--- src/rtl/sram_axi_bridge_pkg.sv ---
// Shared constants, FSM encoding and small helpers for the SRAM-to-AXI bridge.
package sram_axi_bridge_pkg;

    localparam logic [2:0] AXI_SIZE_8B    = 3'b011;
    localparam logic [1:0] AXI_BURST_INCR = 2'b01;
    localparam logic [1:0] AXI_RESP_OKAY  = 2'b00;
    localparam logic [7:0] AXI_LEN_1BEAT  = 8'h00;

    typedef enum logic [2:0] {
        ST_IDLE  = 3'd0,
        ST_RD_A  = 3'd1,
        ST_RD_D  = 3'd2,
        ST_WR_AW = 3'd3,
        ST_WR_B  = 3'd4,
        ST_DONE  = 3'd5
    } state_e;

    // A data request with any byte strobe set is a store.
    function automatic logic is_store(input logic [7:0] we);
        return |we;
    endfunction

endpackage

--- src/rtl/sram_axi_bridge_if.sv ---
// Single-beat AXI4 master/slave bundle used between the bridge and the bus.
interface sram_axi_bridge_if #(
    parameter int ADDR_W = 64,
    parameter int DATA_W = 64,
    parameter int ID_W   = 4
);
    logic                  arvalid;
    logic [ADDR_W-1:0]     araddr;
    logic [ID_W-1:0]       arid;
    logic [7:0]            arlen;
    logic [2:0]            arsize;
    logic [1:0]            arburst;
    logic                  arready;

    logic [DATA_W-1:0]     rdata;
    logic [ID_W-1:0]       rid;
    logic [1:0]            rresp;
    logic                  rlast;
    logic                  rvalid;
    logic                  rready;

    logic                  awvalid;
    logic [ADDR_W-1:0]     awaddr;
    logic [ID_W-1:0]       awid;
    logic [7:0]            awlen;
    logic [2:0]            awsize;
    logic [1:0]            awburst;
    logic                  awready;

    logic                  wvalid;
    logic [DATA_W-1:0]     wdata;
    logic [DATA_W/8-1:0]   wstrb;
    logic                  wlast;
    logic                  wready;

    logic                  bvalid;
    logic [ID_W-1:0]       bid;
    logic [1:0]            bresp;
    logic                  bready;

    modport master (
        output arvalid, araddr, arid, arlen, arsize, arburst, input arready,
        input  rdata, rid, rresp, rlast, rvalid, output rready,
        output awvalid, awaddr, awid, awlen, awsize, awburst, input awready,
        output wvalid, wdata, wstrb, wlast, input wready,
        input  bvalid, bid, bresp, output bready
    );

    modport slave (
        input  arvalid, araddr, arid, arlen, arsize, arburst, output arready,
        output rdata, rid, rresp, rlast, rvalid, input rready,
        input  awvalid, awaddr, awid, awlen, awsize, awburst, output awready,
        input  wvalid, wdata, wstrb, wlast, output wready,
        output bvalid, bid, bresp, input bready
    );

endinterface

--- src/rtl/sram_axi_bridge_wjoin.sv ---
// Runs the AW and W handshakes of one store in parallel; each valid drops on
// its own ready and both_ok_o flags the cycle in which the second one lands.
module sram_axi_wjoin (
    input  logic clk,
    input  logic rst_n,
    input  logic active_i,
    input  logic awready_i,
    input  logic wready_i,
    output logic awvalid_o,
    output logic wvalid_o,
    output logic both_ok_o
);

    logic aw_ok_q, aw_ok_d;
    logic w_ok_q,  w_ok_d;
    logic aw_fire_s, w_fire_s;

    assign awvalid_o = active_i & ~aw_ok_q;
    assign wvalid_o  = active_i & ~w_ok_q;
    assign aw_fire_s = awvalid_o & awready_i;
    assign w_fire_s  = wvalid_o & wready_i;
    assign both_ok_o = active_i & (aw_ok_q | aw_fire_s) & (w_ok_q | w_fire_s);

    // Remember which half was accepted; clear once the pair is complete.
    always_comb begin
        aw_ok_d = aw_ok_q;
        w_ok_d  = w_ok_q;
        if (!active_i || both_ok_o) begin
            aw_ok_d = 1'b0;
            w_ok_d  = 1'b0;
        end else begin
            aw_ok_d = aw_ok_q | aw_fire_s;
            w_ok_d  = w_ok_q | w_fire_s;
        end
    end

    // Acceptance flag registers.
    always_ff @(posedge clk) begin
        if (!rst_n) begin
            aw_ok_q <= 1'b0;
            w_ok_q  <= 1'b0;
        end else begin
            aw_ok_q <= aw_ok_d;
            w_ok_q  <= w_ok_d;
        end
    end

endmodule

--- src/rtl/sram_axi_bridge.sv ---
// Serialises the core's fetch and data SRAM ports onto one single-beat AXI4
// master with one transaction in flight, holding the pipeline until both
// enabled requests are serviced, then releasing it for one cycle.
module sram_axi_bridge
    import sram_axi_bridge_pkg::*;
#(
    parameter int ADDR_W  = 64,
    parameter int DATA_W  = 64,
    parameter int ID_W    = 4,
    parameter int INST_ID = 0,
    parameter int DATA_ID = 1
) (
    input  logic              clk,
    input  logic              rst_n,
    input  logic              inst_sram_en,
    input  logic [7:0]        inst_sram_we,
    input  logic [ADDR_W-1:0] inst_sram_addr,
    input  logic [DATA_W-1:0] inst_sram_wdata,
    output logic [DATA_W-1:0] inst_sram_rdata,
    input  logic              data_sram_en,
    input  logic [7:0]        data_sram_we,
    input  logic [ADDR_W-1:0] data_sram_addr,
    input  logic [DATA_W-1:0] data_sram_wdata,
    output logic [DATA_W-1:0] data_sram_rdata,
    output logic              stallreq_axi,
    output logic              axi_err,
    sram_axi_bridge_if.master m_axi
);

    localparam logic [ID_W-1:0] INST_ID_L = ID_W'(INST_ID);
    localparam logic [ID_W-1:0] DATA_ID_L = ID_W'(DATA_ID);

    state_e              state_q, state_d;
    logic [ADDR_W-1:0]   addr_q, addr_d;
    logic [ID_W-1:0]     id_q, id_d;
    logic [DATA_W-1:0]   wdata_q, wdata_d;
    logic [7:0]          wstrb_q, wstrb_d;
    logic [DATA_W-1:0]   i_buf_q, i_buf_d;
    logic [DATA_W-1:0]   d_buf_q, d_buf_d;
    logic                i_done_q, i_done_d;
    logic                d_done_q, d_done_d;
    logic                err_q, err_d;
    logic                both_ok_s;
    logic                unused_s;

    // Fetch write strobes/data and the tail/ID of responses carry no information here.
    assign unused_s = ^{inst_sram_we, inst_sram_wdata, m_axi.rlast, m_axi.bid};

    sram_axi_wjoin u_wjoin (
        .clk       (clk),
        .rst_n     (rst_n),
        .active_i  (state_q == ST_WR_AW),
        .awready_i (m_axi.awready),
        .wready_i  (m_axi.wready),
        .awvalid_o (m_axi.awvalid),
        .wvalid_o  (m_axi.wvalid),
        .both_ok_o (both_ok_s)
    );

    // Request fields come from registers so they stay stable even if en drops.
    assign m_axi.arvalid = (state_q == ST_RD_A);
    assign m_axi.araddr  = addr_q;
    assign m_axi.arid    = id_q;
    assign m_axi.arlen   = AXI_LEN_1BEAT;
    assign m_axi.arsize  = AXI_SIZE_8B;
    assign m_axi.arburst = AXI_BURST_INCR;
    assign m_axi.rready  = (state_q == ST_RD_D);
    assign m_axi.awaddr  = addr_q;
    assign m_axi.awid    = id_q;
    assign m_axi.awlen   = AXI_LEN_1BEAT;
    assign m_axi.awsize  = AXI_SIZE_8B;
    assign m_axi.awburst = AXI_BURST_INCR;
    assign m_axi.wdata   = wdata_q;
    assign m_axi.wstrb   = wstrb_q;
    assign m_axi.wlast   = 1'b1;
    assign m_axi.bready  = (state_q == ST_WR_B);

    // Combinational so the pipeline freezes in the very cycle a request appears.
    assign stallreq_axi    = (inst_sram_en | data_sram_en) & (state_q != ST_DONE);
    assign inst_sram_rdata = i_buf_q;
    assign data_sram_rdata = d_buf_q;
    assign axi_err         = err_q;

    // Next-state, request capture, response buffering and error detection.
    always_comb begin
        state_d  = state_q;
        addr_d   = addr_q;
        id_d     = id_q;
        wdata_d  = wdata_q;
        wstrb_d  = wstrb_q;
        i_buf_d  = i_buf_q;
        d_buf_d  = d_buf_q;
        i_done_d = i_done_q;
        d_done_d = d_done_q;
        err_d    = 1'b0;
        case (state_q)
            ST_IDLE: begin
                if (data_sram_en && !d_done_q) begin
                    addr_d  = data_sram_addr;
                    id_d    = DATA_ID_L;
                    wdata_d = data_sram_wdata;
                    wstrb_d = data_sram_we;
                    if (is_store(data_sram_we)) begin
                        state_d = ST_WR_AW;
                    end else begin
                        state_d = ST_RD_A;
                    end
                end else if (inst_sram_en && !i_done_q) begin
                    addr_d  = inst_sram_addr;
                    id_d    = INST_ID_L;
                    state_d = ST_RD_A;
                end else if (inst_sram_en || data_sram_en) begin
                    state_d = ST_DONE;
                end else begin
                    // Nothing requested: forget completions whose en went away.
                    i_done_d = 1'b0;
                    d_done_d = 1'b0;
                end
            end
            ST_RD_A: begin
                if (m_axi.arready) begin
                    state_d = ST_RD_D;
                end else begin
                    state_d = ST_RD_A;
                end
            end
            ST_RD_D: begin
                if (m_axi.rvalid && (m_axi.rid != id_q)) begin
                    // Stray beat: discard it and keep waiting for ours.
                    err_d = 1'b1;
                end else if (m_axi.rvalid) begin
                    err_d   = (m_axi.rresp != AXI_RESP_OKAY);
                    state_d = ST_IDLE;
                    if (m_axi.rid == DATA_ID_L) begin
                        d_buf_d  = m_axi.rdata;
                        d_done_d = 1'b1;
                    end else begin
                        i_buf_d  = m_axi.rdata;
                        i_done_d = 1'b1;
                    end
                end else begin
                    state_d = ST_RD_D;
                end
            end
            ST_WR_AW: begin
                if (both_ok_s) begin
                    state_d = ST_WR_B;
                end else begin
                    state_d = ST_WR_AW;
                end
            end
            ST_WR_B: begin
                if (m_axi.bvalid) begin
                    err_d    = (m_axi.bresp != AXI_RESP_OKAY);
                    d_done_d = 1'b1;
                    state_d  = ST_IDLE;
                end else begin
                    state_d = ST_WR_B;
                end
            end
            ST_DONE: begin
                i_done_d = 1'b0;
                d_done_d = 1'b0;
                state_d  = ST_IDLE;
            end
            default: begin
                state_d = ST_IDLE;
            end
        endcase
    end

    // State and datapath registers.
    always_ff @(posedge clk) begin
        if (!rst_n) begin
            state_q  <= ST_IDLE;
            addr_q   <= '0;
            id_q     <= '0;
            wdata_q  <= '0;
            wstrb_q  <= 8'h00;
            i_buf_q  <= '0;
            d_buf_q  <= '0;
            i_done_q <= 1'b0;
            d_done_q <= 1'b0;
            err_q    <= 1'b0;
        end else begin
            state_q  <= state_d;
            addr_q   <= addr_d;
            id_q     <= id_d;
            wdata_q  <= wdata_d;
            wstrb_q  <= wstrb_d;
            i_buf_q  <= i_buf_d;
            d_buf_q  <= d_buf_d;
            i_done_q <= i_done_d;
            d_done_q <= d_done_d;
            err_q    <= err_d;
        end
    end

endmodule

--- src/flat_wrapper.sv ---
// flat-port wrapper written by rule: the top's interface ports become plain ports
module sram_axi_bridge_flat import sram_axi_bridge_pkg::*;
#(
    parameter int ADDR_W  = 64,
    parameter int DATA_W  = 64,
    parameter int ID_W    = 4,
    parameter int INST_ID = 0,
    parameter int DATA_ID = 1
)
  (clk, rst_n, inst_sram_en, inst_sram_we, inst_sram_addr, inst_sram_wdata, inst_sram_rdata, data_sram_en, data_sram_we, data_sram_addr, data_sram_wdata, data_sram_rdata, stallreq_axi, axi_err, m_axi_arvalid, m_axi_araddr, m_axi_arid, m_axi_arlen, m_axi_arsize, m_axi_arburst, m_axi_arready, m_axi_rdata, m_axi_rid, m_axi_rresp, m_axi_rlast, m_axi_rvalid, m_axi_rready, m_axi_awvalid, m_axi_awaddr, m_axi_awid, m_axi_awlen, m_axi_awsize, m_axi_awburst, m_axi_awready, m_axi_wvalid, m_axi_wdata, m_axi_wstrb, m_axi_wlast, m_axi_wready, m_axi_bvalid, m_axi_bid, m_axi_bresp, m_axi_bready);
  sram_axi_bridge_if #(.ADDR_W(ADDR_W), .DATA_W(DATA_W), .ID_W(ID_W)) m_axi_i ();
  input  logic clk;
  input  logic rst_n;
  input  logic inst_sram_en;
  input  logic [7:0] inst_sram_we;
  input  logic [ADDR_W-1:0] inst_sram_addr;
  input  logic [DATA_W-1:0] inst_sram_wdata;
  output logic [DATA_W-1:0] inst_sram_rdata;
  input  logic data_sram_en;
  input  logic [7:0] data_sram_we;
  input  logic [ADDR_W-1:0] data_sram_addr;
  input  logic [DATA_W-1:0] data_sram_wdata;
  output logic [DATA_W-1:0] data_sram_rdata;
  output logic stallreq_axi;
  output logic axi_err;
  output wire logic [$bits(m_axi_i.arvalid)-1:0] m_axi_arvalid;
  output wire logic [$bits(m_axi_i.araddr)-1:0] m_axi_araddr;
  output wire logic [$bits(m_axi_i.arid)-1:0] m_axi_arid;
  output wire logic [$bits(m_axi_i.arlen)-1:0] m_axi_arlen;
  output wire logic [$bits(m_axi_i.arsize)-1:0] m_axi_arsize;
  output wire logic [$bits(m_axi_i.arburst)-1:0] m_axi_arburst;
  input wire logic [$bits(m_axi_i.arready)-1:0] m_axi_arready;
  input wire logic [$bits(m_axi_i.rdata)-1:0] m_axi_rdata;
  input wire logic [$bits(m_axi_i.rid)-1:0] m_axi_rid;
  input wire logic [$bits(m_axi_i.rresp)-1:0] m_axi_rresp;
  input wire logic [$bits(m_axi_i.rlast)-1:0] m_axi_rlast;
  input wire logic [$bits(m_axi_i.rvalid)-1:0] m_axi_rvalid;
  output wire logic [$bits(m_axi_i.rready)-1:0] m_axi_rready;
  output wire logic [$bits(m_axi_i.awvalid)-1:0] m_axi_awvalid;
  output wire logic [$bits(m_axi_i.awaddr)-1:0] m_axi_awaddr;
  output wire logic [$bits(m_axi_i.awid)-1:0] m_axi_awid;
  output wire logic [$bits(m_axi_i.awlen)-1:0] m_axi_awlen;
  output wire logic [$bits(m_axi_i.awsize)-1:0] m_axi_awsize;
  output wire logic [$bits(m_axi_i.awburst)-1:0] m_axi_awburst;
  input wire logic [$bits(m_axi_i.awready)-1:0] m_axi_awready;
  output wire logic [$bits(m_axi_i.wvalid)-1:0] m_axi_wvalid;
  output wire logic [$bits(m_axi_i.wdata)-1:0] m_axi_wdata;
  output wire logic [$bits(m_axi_i.wstrb)-1:0] m_axi_wstrb;
  output wire logic [$bits(m_axi_i.wlast)-1:0] m_axi_wlast;
  input wire logic [$bits(m_axi_i.wready)-1:0] m_axi_wready;
  input wire logic [$bits(m_axi_i.bvalid)-1:0] m_axi_bvalid;
  input wire logic [$bits(m_axi_i.bid)-1:0] m_axi_bid;
  input wire logic [$bits(m_axi_i.bresp)-1:0] m_axi_bresp;
  output wire logic [$bits(m_axi_i.bready)-1:0] m_axi_bready;
  assign m_axi_arvalid = m_axi_i.arvalid;
  assign m_axi_araddr = m_axi_i.araddr;
  assign m_axi_arid = m_axi_i.arid;
  assign m_axi_arlen = m_axi_i.arlen;
  assign m_axi_arsize = m_axi_i.arsize;
  assign m_axi_arburst = m_axi_i.arburst;
  assign m_axi_i.arready = m_axi_arready;
  assign m_axi_i.rdata = m_axi_rdata;
  assign m_axi_i.rid = m_axi_rid;
  assign m_axi_i.rresp = m_axi_rresp;
  assign m_axi_i.rlast = m_axi_rlast;
  assign m_axi_i.rvalid = m_axi_rvalid;
  assign m_axi_rready = m_axi_i.rready;
  assign m_axi_awvalid = m_axi_i.awvalid;
  assign m_axi_awaddr = m_axi_i.awaddr;
  assign m_axi_awid = m_axi_i.awid;
  assign m_axi_awlen = m_axi_i.awlen;
  assign m_axi_awsize = m_axi_i.awsize;
  assign m_axi_awburst = m_axi_i.awburst;
  assign m_axi_i.awready = m_axi_awready;
  assign m_axi_wvalid = m_axi_i.wvalid;
  assign m_axi_wdata = m_axi_i.wdata;
  assign m_axi_wstrb = m_axi_i.wstrb;
  assign m_axi_wlast = m_axi_i.wlast;
  assign m_axi_i.wready = m_axi_wready;
  assign m_axi_i.bvalid = m_axi_bvalid;
  assign m_axi_i.bid = m_axi_bid;
  assign m_axi_i.bresp = m_axi_bresp;
  assign m_axi_bready = m_axi_i.bready;
  sram_axi_bridge #(.ADDR_W(ADDR_W), .DATA_W(DATA_W), .ID_W(ID_W), .INST_ID(INST_ID), .DATA_ID(DATA_ID)) u_core (.clk(clk), .rst_n(rst_n), .inst_sram_en(inst_sram_en), .inst_sram_we(inst_sram_we), .inst_sram_addr(inst_sram_addr), .inst_sram_wdata(inst_sram_wdata), .inst_sram_rdata(inst_sram_rdata), .data_sram_en(data_sram_en), .data_sram_we(data_sram_we), .data_sram_addr(data_sram_addr), .data_sram_wdata(data_sram_wdata), .data_sram_rdata(data_sram_rdata), .stallreq_axi(stallreq_axi), .axi_err(axi_err), .m_axi(m_axi_i));
endmodule
--- config.mk ---
export PLATFORM = sky130hd
export DESIGN_NAME = sram_axi_bridge_flat
export DESIGN_NICKNAME = d
export VERILOG_FILES = /design/src/rtl/sram_axi_bridge_pkg.sv /design/src/rtl/sram_axi_bridge_if.sv /design/src/rtl/sram_axi_bridge_wjoin.sv /design/src/rtl/sram_axi_bridge.sv /design/src/flat_wrapper.sv
export SDC_FILE = /design/constraint.sdc
export NUM_CORES = 1
export LEC_CHECK = 0
export CORE_AREA = 2 2 287 289
export CTS_BUF_LIST = sky130_fd_sc_hd__clkbuf_8
export DETAILED_ROUTE_END_ITERATION = 8
export DIE_AREA = 0 0 289 291
export PLACE_DENSITY = 0.46
export SLEW_MARGIN = 5
export SYNTH_ARGS = -nofsm -noshare
export SYNTH_HDL_FRONTEND = slang
export SYNTH_SLANG_ARGS = --single-unit
--- constraint.sdc ---
create_clock -name clk -period 2.7 [get_ports clk]
set_input_delay 0.54 -clock clk [delete_from_list [all_inputs] [get_ports clk]]
set_output_delay 0.54 -clock clk [all_outputs]
set_load 0.03 [all_outputs]
==> run summary <==
Vias in the first global route = 11100
EDFF count, synth = 0
Setup WS pre-CTS = 87.9 ps
Die height = 291 um
Initial antenna violation count = 3
Final setup fails = 0
Run status = finished clean
#FFs+latches synth = 273
Fin Clk Skew = 24.0 ps
Max-cap check violation count = 0
Final non-filler cell area = 19800 um2
Number of library cell types mapped by synthesis = 44
Setup TNS = 0 ps
GP Congestion = 0.789
Worst R2R Setup Slack = 690 ps
1st-pass router iterations = 7
Clock Path Buffers = 3
Largest net degree at the start of global routing = 65
Crit start category = register
Worst Hold Path EP = u_core.state_q[1]
Post-CTS Setup Bufs = 0
CP arrival = 1960 ps
TritonCTS clock tree = built
Synthesized cell area = 11800 um2
Hold Crit Start = rst_n
Fin. Hold Viols = 0
Gr ovfl total = 0
Antenna Nets Post-Route = 0
Hold_buf cts = 0
IO buf count = 617
Crit path required time = 2160 ps
First-pass GRT wire length = 69600 um
Rows = 105
Final net count = 2193
# IOs = 728
Effective utilization at floorplan = 14.5%
Core Footprint = 81200 um2
TritonCTS Sinks = 273
Register area share after synthesis = 46.4%
Worst skew pair latency = 620 ps
Min-Delay Path Depth = 2
ANT cells = 0
Max frequency = 399 MHz
Area after DPL = 18800 um2
Reg clk slew, reported paths = 60 ps
Setup WS post-layout = 195 ps
FF-to-FF End = u_core.m_axi.wdata[52]
Synth Instances = 1275
Critical path peak fanout = 7
Worst-case reg-to-reg path depth = 6
Synth Warn # = 0
Root Buffer = clkbuf_8
CTS H-tree depth = 2
Max transition margin = 61.3%
P&R area growth vs syn = 68.4%
Share of layout cells above drive strength 1 = 6.99%
Die footprint = 84100 um2
Total CTS buffers = 51
Total power = 0.0187 W
Top_reg_cell synth = dfxtp_1
Detailed-route via count = 10800
Worst Path Class, Setup = reg2out
Slew Limit Fails = 0
Leakage power = 7.66 nW
Die W = 289 um
CTS resizes = 5
GRT Total Usage = 10.9%
Hold WC Path Type = in2reg
Vias/cell = 3.66
# DRC = 0
Syn avg cell area = 9.24 um2
Crit end category = output port
Slew @ Worst Pin = 580 ps
Fin crit period = 2500 ps
Drt wl/cell = 16.3 um
Peak VDD IR = 0.682 mV
Final period util = 92.8%
RSZ-0062 raised after global routing = false
DP Wirelength = 37200 um
Starting DRT DRC Count = 367
Async SR Flop Fraction = 0%
Fill cells = 8796
Worst r2r src = u_core.state_q[0]
Power per cell area = 942 nW/um2
Routed WL = 48100 um
==> worst max-delay path by stage <==
stage	start	end	slack [ps]	cells after the start
floorplan	m_axi_rid[1]	u_core.data_sram_rdata[10]	770	6
global placement	m_axi_rid[1]	u_core.data_sram_rdata[50]	100	7
detailed placement	m_axi_rid[1]	u_core.data_sram_rdata[41]	90	7
CTS	u_core.state_q[2]	m_axi_wvalid	40	3
global route	u_core.state_q[2]	m_axi_wvalid	8	3
finish	u_core.state_q[2]	m_axi_wvalid	200	3
==> layout make-up <==
| class | count | area (um2) | area share, % |
|---|---|---|---|
| sequential | 273 | 5470 | 27.6 |
| tap | 1070 | 1340 | 6.75 |
| multi-input combinational | 839 | 5230 | 26.4 |
| clock buffer | 62 | 853 | 4.30 |
| inverter | 4 | 15.0 | 0.0757 |
| timing repair buffer | 666 | 6760 | 34.1 |
| clock inverter | 29 | 174 | 0.877 |
==> kinds of logic (layout without fill, tap and decap cells) <==
family / after synthesis / in the layout / share of synthesized area [%]
buffers and inverters: 194 / 761 / 10.5
xor gates and xnor gates: 1 / 1 / 0.0744
AOI/OAI and AO/OA: 227 / 227 / 15.6
muxes: 130 / 130 / 11.0
and+or+nand+nor: 448 / 448 / 16.4
other: 2 / 33 / 0.0637
DFF: 273 / 273 / 46.4
==> cell usage after synthesis, types with 2 or more instances <==
cell type	count	area [um2]
a21boi_1	137	1030
a21oi_1	7	35.0
a31oi_1	2	12.5
and2_1	2	12.5
buf_1	3	11.3
buf_12	6	120
buf_2	19	95.1
buf_4	101	758
clkbuf_1	60	225
conb_1	2	7.51
dfxtp_1	273	5470
inv_1	3	11.3
mux2i_1	130	1300
nand2_1	342	1280
nand2b_1	3	18.8
nand3_1	2	10.0
nand3b_1	2	15.0
nor2_1	14	52.6
nor2b_1	67	419
nor3_1	5	25.0
nor4_1	4	25.0
o211a_1	65	651
o21ai_0	5	25.0
==> metal layers <==
layer,GRT usage [%],part of all wire [%],vias up,routed length (um)
li1,-,-,5241,-
met4,3.12,2.4,6,1150
met1,12.0,39,4995,18700
met2,19.3,49,451,23600
met5,0,0.056,-,27
met3,3.93,9.5,74,4580
==> worst max-delay path, cell delays in order (launching register included) <==
cell           delay [ps]
dfxtp_1               360
nand3b_1              350
nor2_1                180
dlygate4sd2_1         460
==> where the power goes <==
part	internal, W	leakage, nW	switching (W)
clock	0.00225	0.608	0.00184
sequential	0.00485	2.22	0.000704
combinational	0.00380	4.82	0.00524
total	0.0109	7.66	0.00778
==> per-stage QoR <==
step / std cells / utilization, % / hold WS [ps]
2_1_floorplan: 1306 / - / 454
3_3_place_gp: 2852 / 23.2 / 436
3_5_place_dp: 2852 / 23.2 / 442
4_1_cts: 2943 / 24.4 / 363
5_1_grt: 2943 / 24.4 / 393
6_report: 2943 / 24.4 / 436
==> placed cells by master, fill, tap and decap left out, drive strengths merged, types with 2 or more instances in the layout <==
master,count
clkinv,4
nand2b,3
nor3,5
a31oi,2
nand3b,2
dfxtp,273
nor2,14
nand2,342
o21ai,6
nor4,5
o211a,65
clkbuf,62
dlygate4sd2,5
conb,33
and2,2
inv,26
clkdlybuf4s50,609
or3b,2
a21boi,138
nor2b,67
a21oi,7
mux2i,130
buf,52
bufinv,2
nand3,2
==> sequential cells by signal (all words and copies together) (netlist names) <==
register	cells
u_core.m_axi.wdata	64
u_core.data_sram_rdata	64
u_core.d_done_q	1
u_core.m_axi.araddr	64
u_core.inst_sram_rdata	64
u_core.state_q	3
u_core.i_done_q	1
u_core.m_axi.wstrb	8
u_core.m_axi.arid	1
u_core.u_wjoin.w_ok_q	1
u_core.u_wjoin.aw_ok_q	1
u_core.axi_err	1
Note: power is estimated with default switching activity, not from simulation.
